### config.mk
export PLATFORM = sky130hd
export DESIGN_NAME = ppg_phase_sampler
export DESIGN_NICKNAME = d
export VERILOG_FILES = /design/src/rtl/ppg_phase_sampler.sv
export SDC_FILE = /design/constraint.sdc
export NUM_CORES = 1
export LEC_CHECK = 0
export ABC_AREA = 1
export CAP_MARGIN = 20
export CORE_MARGIN = 8
export CORE_UTILIZATION = 55
export CTS_CLUSTER_DIAMETER = 200
export DETAILED_ROUTE_END_ITERATION = 7
export PLACE_DENSITY = 0.84
export SYNTH_ARGS = -nofsm -noshare
export SYNTH_HDL_FRONTEND = slang
export SYNTH_SLANG_ARGS = --single-unit
export TNS_END_PERCENT = 30
### constraint.sdc
create_clock -name clk -period 4.18 [get_ports clk]
set_input_delay 0.836 -clock clk [delete_from_list [all_inputs] [get_ports clk]]
set_output_delay 0.836 -clock clk [all_outputs]
set_load 0.01 [all_outputs]
### src/rtl/ppg_phase_sampler.sv
// Receive-side PPG sampler: waits for optics to settle after each laser turns on, averages
// 2^AVG_LOG2 ADC samples per phase, and pairs red/IR averages on a valid/ready output.
module ppg_phase_sampler #(
  parameter int ADC_WIDTH     = 8,
  parameter int SETTLE_CYCLES = 250_000,
  parameter int SAMPLE_DIV    = 50_000,
  parameter int AVG_LOG2      = 4
) (
  input  logic                 clk,
  input  logic                 rst,
  input  logic                 red_laser,
  input  logic                 IR_laser,
  input  logic [ADC_WIDTH-1:0] adc_data,
  output logic [ADC_WIDTH-1:0] red_avg,
  output logic [ADC_WIDTH-1:0] ir_avg,
  output logic                 out_valid,
  input  logic                 out_ready,
  output logic                 phase_err,
  output logic                 overrun
);

  localparam int SW = (SETTLE_CYCLES > 1) ? $clog2(SETTLE_CYCLES) : 1;
  localparam int TW = (SAMPLE_DIV > 1) ? $clog2(SAMPLE_DIV) : 1;
  localparam int AW = ADC_WIDTH + AVG_LOG2;
  localparam int NW = AVG_LOG2 + 1;
  localparam int NS = 1 << AVG_LOG2;

  typedef enum logic [1:0] {IDLE, SETTLE, ACQUIRE, WAIT_OFF} state_t;

  state_t                 state, state_nx;
  logic                   red_q, ir_q;
  logic                   ch, ch_nx;          // 0 = red phase, 1 = IR phase
  logic                   red_rise, ir_rise, lat_on, other_rise;
  logic                   start_settle, start_acq, complete, err_d, load;
  logic [SW-1:0]          settle_cnt;
  logic [TW-1:0]          tick_cnt;
  logic [NW-1:0]          n;
  logic [AW-1:0]          acc;
  logic [ADC_WIDTH-1:0]   red_res, ir_res;
  logic                   red_done, ir_done;

  assign red_rise   = red_laser & ~red_q;
  assign ir_rise    = IR_laser & ~ir_q;
  assign lat_on     = ch ? IR_laser : red_laser;
  assign other_rise = ch ? red_rise : ir_rise;

  // Output handshake: out_valid holds red_avg/ir_avg stable until out_ready is seen high;
  // a new pair may load in the same cycle the current one is accepted.
  assign load = red_done && ir_done && (!out_valid || out_ready);

  always_ff @(posedge clk or posedge rst) begin
    if (rst) state <= IDLE;
    else     state <= state_nx;
  end

  always_comb begin
    state_nx     = state;
    ch_nx        = ch;
    err_d        = 1'b0;
    start_settle = 1'b0;
    start_acq    = 1'b0;
    complete     = 1'b0;
    case (state)
      IDLE: begin
        if ((red_rise || ir_rise) && red_laser && IR_laser) begin
          err_d = 1'b1;
        end else if (red_rise) begin
          ch_nx = 1'b0; state_nx = SETTLE; start_settle = 1'b1;
        end else if (ir_rise) begin
          ch_nx = 1'b1; state_nx = SETTLE; start_settle = 1'b1;
        end
      end
      SETTLE: begin
        if (!lat_on || other_rise) begin
          err_d = 1'b1; state_nx = IDLE;
        end else if (settle_cnt == SW'(SETTLE_CYCLES - 1)) begin
          state_nx = ACQUIRE; start_acq = 1'b1;
        end
      end
      ACQUIRE: begin
        if (!lat_on || other_rise) begin
          err_d = 1'b1; state_nx = IDLE;
        end else if (n == NW'(NS)) begin
          complete = 1'b1; state_nx = WAIT_OFF;
        end
      end
      WAIT_OFF: begin
        if (!lat_on)         state_nx = IDLE;
        else if (other_rise) err_d = 1'b1;
      end
      default: state_nx = IDLE;
    endcase
  end

  always_ff @(posedge clk or posedge rst) begin
    if (rst) begin
      red_q <= 1'b0; ir_q <= 1'b0; ch <= 1'b0; phase_err <= 1'b0;
      settle_cnt <= '0; tick_cnt <= '0; n <= '0; acc <= '0;
    end else begin
      red_q     <= red_laser;
      ir_q      <= IR_laser;
      ch        <= ch_nx;
      phase_err <= err_d;
      if (start_settle)          settle_cnt <= '0;
      else if (state == SETTLE)  settle_cnt <= settle_cnt + SW'(1);
      if (start_acq) begin
        tick_cnt <= '0; acc <= '0; n <= '0;
      end else if (state == ACQUIRE) begin
        tick_cnt <= (tick_cnt == TW'(SAMPLE_DIV - 1)) ? '0 : tick_cnt + TW'(1);
        if (tick_cnt == '0 && n != NW'(NS)) begin
          acc <= acc + AW'(adc_data);
          n   <= n + NW'(1);
        end
      end
    end
  end

  // A channel result counts as overwritten only if it was not handed off in the same cycle.
  always_ff @(posedge clk or posedge rst) begin
    if (rst) begin
      red_res <= '0; ir_res <= '0; red_done <= 1'b0; ir_done <= 1'b0;
      red_avg <= '0; ir_avg <= '0; out_valid <= 1'b0; overrun <= 1'b0;
    end else begin
      overrun <= 1'b0;
      if (load) begin
        red_avg   <= red_res;
        ir_avg    <= ir_res;
        out_valid <= 1'b1;
        red_done  <= 1'b0;
        ir_done   <= 1'b0;
      end else if (out_ready) begin
        out_valid <= 1'b0;
      end
      if (complete && !ch) begin
        red_res  <= acc[AW-1:AVG_LOG2];
        red_done <= 1'b1;
        overrun  <= red_done && !load;
      end
      if (complete && ch) begin
        ir_res  <= acc[AW-1:AVG_LOG2];
        ir_done <= 1'b1;
        overrun <= ir_done && !load;
      end
    end
  end

endmodule

# [Word level (Yosys, flattened, before mapping)]
# Index checks and enable logic that the tools add are counted.
[op_classes] n_eq_ne=12 add_sub_neg=4 muxes=46 n_bitwise=5 reduce_logical=29
[op_table] cell="$mux 16" n=3
[op_table] cell="$mux 12" n=3
[op_table] cell="$mux 18" n=2
[op_table] cell="$mux 1" n=25
[op_table] cell="$add 18x1->18 const B" n=1
[op_table] cell="$eq 18x18->1 const B" n=1
[op_table] cell="$add 16x1->16 const B" n=1
[op_table] cell="$eq 16x16->1 const B" n=1
[op_table] cell="$logic_not 16->1" n=1
[op_table] cell="$mux 2" n=8
[op_table] cell="$mux 5" n=3
[op_table] cell="$reduce_bool 2->1" n=7
[op_table] cell="$add 12x8->12" n=1
[op_table] cell="$logic_and 1x1->1" n=9
[op_table] cell="$ne 3x3->1 const B" n=3
[op_table] cell="$pmux 2 s4" n=1
[op_table] cell="$add 5x1->5 const B" n=1
[op_table] cell="$eq 5x5->1 const B" n=1
[op_table] cell="$ne 5x5->1 const B" n=1
[op_table] cell="$reduce_and 5->1" n=1
[op_table] cell="$eq 2x2->1 const B" n=2
[op_table] cell="$logic_not 1->1" n=4
[op_table] cell="$ne 2x2->1 const B" n=2
[op_table] cell="$logic_or 1x1->1" n=3
[op_table] cell="8 further kinds" n=11
[totals] out_inout_bits=19 reg_bits=93 word_cells=113 input_bits=13

# [Depth between registers and ports, before layout]
[logic_depth] depth_word=9 depth_mapped=12 mapped_depth_nobuf=12

# [Worst setup path before layout]
# OpenSTA, ideal clock, no wires.
[synth_path] path_type="input to register" start="in adc_data[0]" end="reg acc[8]" path_slack_ns=2.108 path_stages=8 setup_time_ns=0.119 path_buffers=0 t_required_ns=4.061 arrival_ns=1.953 cell_sequence="ha_1 fa_1 nand3_1 nand3_1 nand2_1 nand2_1 a21oi_1 nor2_1"
[synth_between] elab_chain_cells=4
[synth_rtl] item="from (decl)" line_no="13" rtl="input logic [ADC_WIDTH-1:0] adc_data,"
[synth_rtl] item="$add 12x8->12" line_no="111" rtl="acc <= acc + AW'(adc_data);"
[synth_rtl] item="$mux 12" line_no="110" rtl="if (tick_cnt == '0 && n != NW'(NS)) begin"
[synth_rtl] item="$mux 12" line_no="108" rtl="end else if (state == ACQUIRE) begin"
[synth_rtl] item="$mux 12" line_no="106" rtl="if (start_acq) begin"
[synth_rtl] item="to (signal assigned)" line_no="111"
[synth_rtl] item="to (decl)" line_no="38" rtl="logic [AW-1:0] acc;"
# Every way passes these cells. The select of a mux whose other input is x is not followed.
# A chain may end at the register's enable or synchronous reset.

# [Final worst setup path]
[layout_path] start="in IR_laser" end="reg tick_cnt[12]"
[layout_between] elab_chain_cells=6 word_cells_on_any_way=9 classes_between="mux (5); bitwise (1); reduce/logical (3)"
[layout_rtl] item="from (decl)" line_no="12" rtl="input logic IR_laser,"
[layout_rtl] item="$and 1x1->1 / $mux 1 (equally long branches)" line_no="43, 44"
[layout_rtl] item="$mux 1 / $logic_not 1->1 (equally long branches)"
[layout_rtl] item="$logic_or 1x1->1 (*)" line_no="74" rtl="if (!lat_on || other_rise) begin"
[layout_rtl] item="$mux 1 (*)" line_no="74"
[layout_rtl] item="$mux 1 (*)" line_no="63" rtl="case (state)"
[layout_rtl] item="$mux 16 / $reduce_bool 2->1 (equally long branches)"
[layout_rtl] item="to (signal assigned)" line_no="109" rtl="tick_cnt <= (tick_cnt == TW'(SAMPLE_DIV - 1)) ? '0 : tick_cnt + TW'(1);"
[layout_rtl] item="to (decl)" line_no="36" rtl="logic [TW-1:0] tick_cnt;"
# Mark *: on every way between the ends. The rest lies on a longest branch, timed or not.

==> impl_metrics.py <==
metrics = {
    "outcome": {
        "outcome": "completed",
    },
    "timing": {
        "grt_setup_unrepaired": "no",
        "setup_viol": 0,
        "report.final.hold_viol_count": 0,
        "slew_viol_final": 0,
        "tightest_slew_ns": 0.925,
        "slew_limit_headroom_pct": 38.2,
        "fin_worst_skew_ns": 0.0180,
        "post-route-min-period_ns": 2.73,
        "finalSetupTns_ns": 0,
        "final.period_utilization_pct": 65.4,
        "clock.fmax_ghz": 0.366,
    },
    "cells_and_area": {
        "design.final.nets": 778,
        "area_delta_synth_final_pct": 12.4,
        "fill_cells": 810,
        "stdcell_count": 884,
        "final_layout_size_suffix_gt1_share_pct": 9.05,
        "diodes": 0,
    },
    "power_and_ir_drop": {
        "p_leak_nw": 3.00,
        "cellPowerDensity_mw_per_mm2": 394,
        "irDropWorstVdd_mv": 0.295,
    },
    "logic_synthesis": {
        "ys_seq_area_share_pct": 42.8,
        "synth-warning-count": 0,
        "synth_seq_cells": 93,
        "postSynthAreaPerCell_um2": 7.63,
        "synth.net_count": 744,
        "postSynthCellCount": 712,
        "netlist_cell_types": 39,
        "synth.cell_area_mm2": 0.00543,
    },
    "placement": {
        "dp_hpwl_um": 8820,
        "place_congestion": 0.954,
        "placed_cells": 867,
        "placement.io_buffers": 31,
    },
    "clock_network": {
        "path_clk_slew_ns": 0.10,
        "post_cts_buffers": 0,
        "post_cts_hold_buffer_count": 0,
        "tritoncts": "done",
        "clock_tree.root_cell": "sky130_fd_sc_hd__clkbuf_8",
        "postCtsResizedCells": 0,
        "clock_tree.htree_level_count": 3,
        "tritoncts.num_buffers": 9,
        "clkLatencyLatePin_ns": 0.38,
        "clock_tree.buffer_depth": 2,
        "cts.sink_count": 93,
    },
    "grt": {
        "track_usage_pct": 19.5,
        "grt.overflow.total": 0,
        "via_count_of_the_first_global_routing_pass": 4651,
        "grt_antenna_before_repair": 0,
        "grt_start_max_net_pins": 56,
        "grt_first_pass_wirelength_um": 21200,
    },
    "setup_path": {
        "crit_path_start_kind": "input port",
        "path_class": "in -> reg",
        "crit_required_ns": 4.44,
        "crit_arrival_ns": 2.99,
        "path_max_fanout": 20,
        "worst_setup_path_end_kind": "register",
    },
    "worst_hold_path": {
        "holdCritPathClass": "reg -> reg",
    },
    "detailed_routing": {
        "drt.antenna.violating_nets": 0,
        "drt_wl_total_um": 12000,
        "via_per_inst": 5.44,
        "via_count": 4808,
        "wl_per_cell_um": 13.6,
        "drt_pre_antenna_iters": 5,
        "dr.first_iter.drc_count": 425,
        "drt_drc_violations_left": 0,
    },
    "die": {
        "initial_core_util_pct": 56.1,
        "ioPinCount": 32,
        "die_h_um": 115,
        "die_x_um": 115,
        "fp.dieArea_mm2": 0.0133,
        "core-area_mm2": 0.00968,
        "std_cell_rows": 36,
    },
    "run": {
        "max_cap_viol_count": 0,
    },
}
[state kept, by name, summed over array words and instances (netlist names)]
name and flops:
acc 12, ch 1, ir_avg 8, ir_done 1, ir_q 1, ir_res 8, n 5, out_valid 1
overrun 1, phase_err 1, red_avg 8, red_done 1, red_q 1, red_res 8, settle_cnt 18, state 2
tick_cnt 16
[logic make-up after synthesis]
family,synth area share (%)
AO/OA/AOI/OAI,9.58
XOR/XNOR,2.42
adder cells (fa/ha/maj),4.52
buffers and inverters,7.37
flip-flops,42.8
AND/OR/NAND/NOR,33.3
[critical path, stage by stage]
cell and delay [ns]:
sky130_fd_sc_hd__clkdlybuf4s50_1 0.52, sky130_fd_sc_hd__inv_1 0.07, sky130_fd_sc_hd__o21ai_2 0.18, sky130_fd_sc_hd__nand2_4 0.13, sky130_fd_sc_hd__inv_2 0.07, sky130_fd_sc_hd__nand4_1 0.71
sky130_fd_sc_hd__nand3b_1 0.37, sky130_fd_sc_hd__o21ai_2 0.08
[area by class of cell]
class	count	area [µm²]	area share [%]
repair buffers	35	373	6.11
flip-flops and latches	93	2330	38.1
inverters	87	333	5.45
clock buffers	10	128	2.09
well taps	133	166	2.73
multi-input cells	520	2700	44.3
clock inverters	6	75.1	1.23
[layer usage]
layer / GRT usage (%) / vias up / share of wire [%]
met5: 0 / - / 0
met2: 31.9 / 171 / 48
met3: 3.31 / 15 / 5.7
met1: 25.4 / 2256 / 45
met4: 7.09 / 0 / 1.3
li1: - / 2366 / -
[cells in the mapped netlist]
| library cell | instances | area (µm²) |
|---|---|---|
| sky130_fd_sc_hd__a31oi_1 | 2 | 12.5 |
| sky130_fd_sc_hd__buf_2 | 7 | 35.0 |
| sky130_fd_sc_hd__nor4_1 | 1 | 6.26 |
| sky130_fd_sc_hd__clkinv_1 | 1 | 3.75 |
| sky130_fd_sc_hd__or2_1 | 1 | 6.26 |
| sky130_fd_sc_hd__o22ai_2 | 1 | 12.5 |
| sky130_fd_sc_hd__o21ai_1 | 5 | 25.0 |
| sky130_fd_sc_hd__xor2_1 | 11 | 96.3 |
| sky130_fd_sc_hd__nand3_4 | 2 | 35.0 |
| sky130_fd_sc_hd__dfrtp_1 | 93 | 2330 |
| sky130_fd_sc_hd__nor2_1 | 71 | 267 |
| sky130_fd_sc_hd__inv_2 | 6 | 22.5 |
| sky130_fd_sc_hd__inv_1 | 79 | 297 |
| sky130_fd_sc_hd__buf_6 | 2 | 22.5 |
| sky130_fd_sc_hd__nand4_1 | 13 | 81.3 |
| sky130_fd_sc_hd__clkbuf_1 | 3 | 11.3 |
| sky130_fd_sc_hd__xnor2_1 | 4 | 35.0 |
| sky130_fd_sc_hd__o22ai_1 | 4 | 25.0 |
| sky130_fd_sc_hd__o21bai_1 | 3 | 22.5 |
| sky130_fd_sc_hd__o21a_1 | 1 | 7.51 |
| sky130_fd_sc_hd__nand2_2 | 1 | 6.26 |
| sky130_fd_sc_hd__fa_1 | 1 | 20.0 |
| sky130_fd_sc_hd__nand3b_1 | 5 | 37.5 |
| sky130_fd_sc_hd__nor3_1 | 22 | 110 |
| sky130_fd_sc_hd__o21ai_2 | 24 | 210 |
| sky130_fd_sc_hd__nor2_8 | 2 | 40.0 |
| sky130_fd_sc_hd__a21oi_1 | 19 | 95.1 |
| sky130_fd_sc_hd__and2_2 | 1 | 7.51 |
| sky130_fd_sc_hd__ha_1 | 18 | 225 |
| sky130_fd_sc_hd__nand2_4 | 3 | 33.8 |
| sky130_fd_sc_hd__nand3_1 | 63 | 315 |
| sky130_fd_sc_hd__nand2_1 | 215 | 807 |
| sky130_fd_sc_hd__nor2_4 | 2 | 22.5 |
| sky130_fd_sc_hd__nor2_2 | 3 | 18.8 |
| sky130_fd_sc_hd__inv_6 | 1 | 8.76 |
| sky130_fd_sc_hd__a211oi_1 | 1 | 7.51 |
| sky130_fd_sc_hd__o21ai_0 | 16 | 80.1 |
| sky130_fd_sc_hd__or2_2 | 2 | 12.5 |
| sky130_fd_sc_hd__o211ai_1 | 3 | 22.5 |
[report_power, final]
part | switching (mW) | leakage [nW] | internal, mW
logic | 0.443 | 1.65 | 0.241
clock network | 0.347 | 0.0998 | 0.287
registers | 0.107 | 1.26 | 0.983
[per-stage QoR]
stage	hold slack, ns	utilization, %	cell area [µm²]	setup slack, ns	total power, mW
floorplan	0.442	-	5430	0.924	1.61
global placement	0.457	60.7	5880	1.19	1.74
detailed placement	0.459	60.7	5880	1.06	1.78
CTS	0.485	62.8	6080	1.45	2.40
global route	0.502	63.0	6110	1.22	2.57
finish	0.479	63.0	6110	1.45	2.41
[placed cells by master, fill, tap and decap left out, types with 2 or more instances in the layout]
cell	count
sky130_fd_sc_hd__xnor2_1	4
sky130_fd_sc_hd__clkbuf_8	9
sky130_fd_sc_hd__or2_2	2
sky130_fd_sc_hd__nand3_4	2
sky130_fd_sc_hd__o21ai_0	16
sky130_fd_sc_hd__buf_4	2
sky130_fd_sc_hd__ha_1	18
sky130_fd_sc_hd__o21ai_2	24
sky130_fd_sc_hd__nor3_1	22
sky130_fd_sc_hd__clkdlybuf4s50_1	31
sky130_fd_sc_hd__o211ai_1	3
sky130_fd_sc_hd__nand2_1	215
sky130_fd_sc_hd__o22ai_1	4
sky130_fd_sc_hd__a21oi_1	19
sky130_fd_sc_hd__nor2_1	71
sky130_fd_sc_hd__o21ai_1	5
sky130_fd_sc_hd__nand4_1	13
sky130_fd_sc_hd__nor2_8	2
sky130_fd_sc_hd__dfrtp_1	93
sky130_fd_sc_hd__nand3b_1	5
sky130_fd_sc_hd__nand3_1	63
sky130_fd_sc_hd__inv_1	78
sky130_fd_sc_hd__nor2_2	3
sky130_fd_sc_hd__inv_2	6
sky130_fd_sc_hd__inv_6	4
sky130_fd_sc_hd__xor2_1	11
sky130_fd_sc_hd__nand2_4	3
sky130_fd_sc_hd__a31oi_1	2
sky130_fd_sc_hd__nor2_4	2
sky130_fd_sc_hd__o21bai_1	3
[worst paths after layout]
path,start,end,slack [ns],cells after the start
min in group asynchronous,rst,ch,0.65,2
setup / recovery,IR_laser,tick_cnt[12],1.45,8
max in group asynchronous,rst,state[1],2.84,4
hold reg to reg,red_res[1],red_avg[1],0.48,2
setup reg to reg,settle_cnt[0],tick_cnt[12],1.86,8
hold / removal,red_res[1],red_avg[1],0.48,2
No activity file was read; power rests on OpenSTA's default activity.
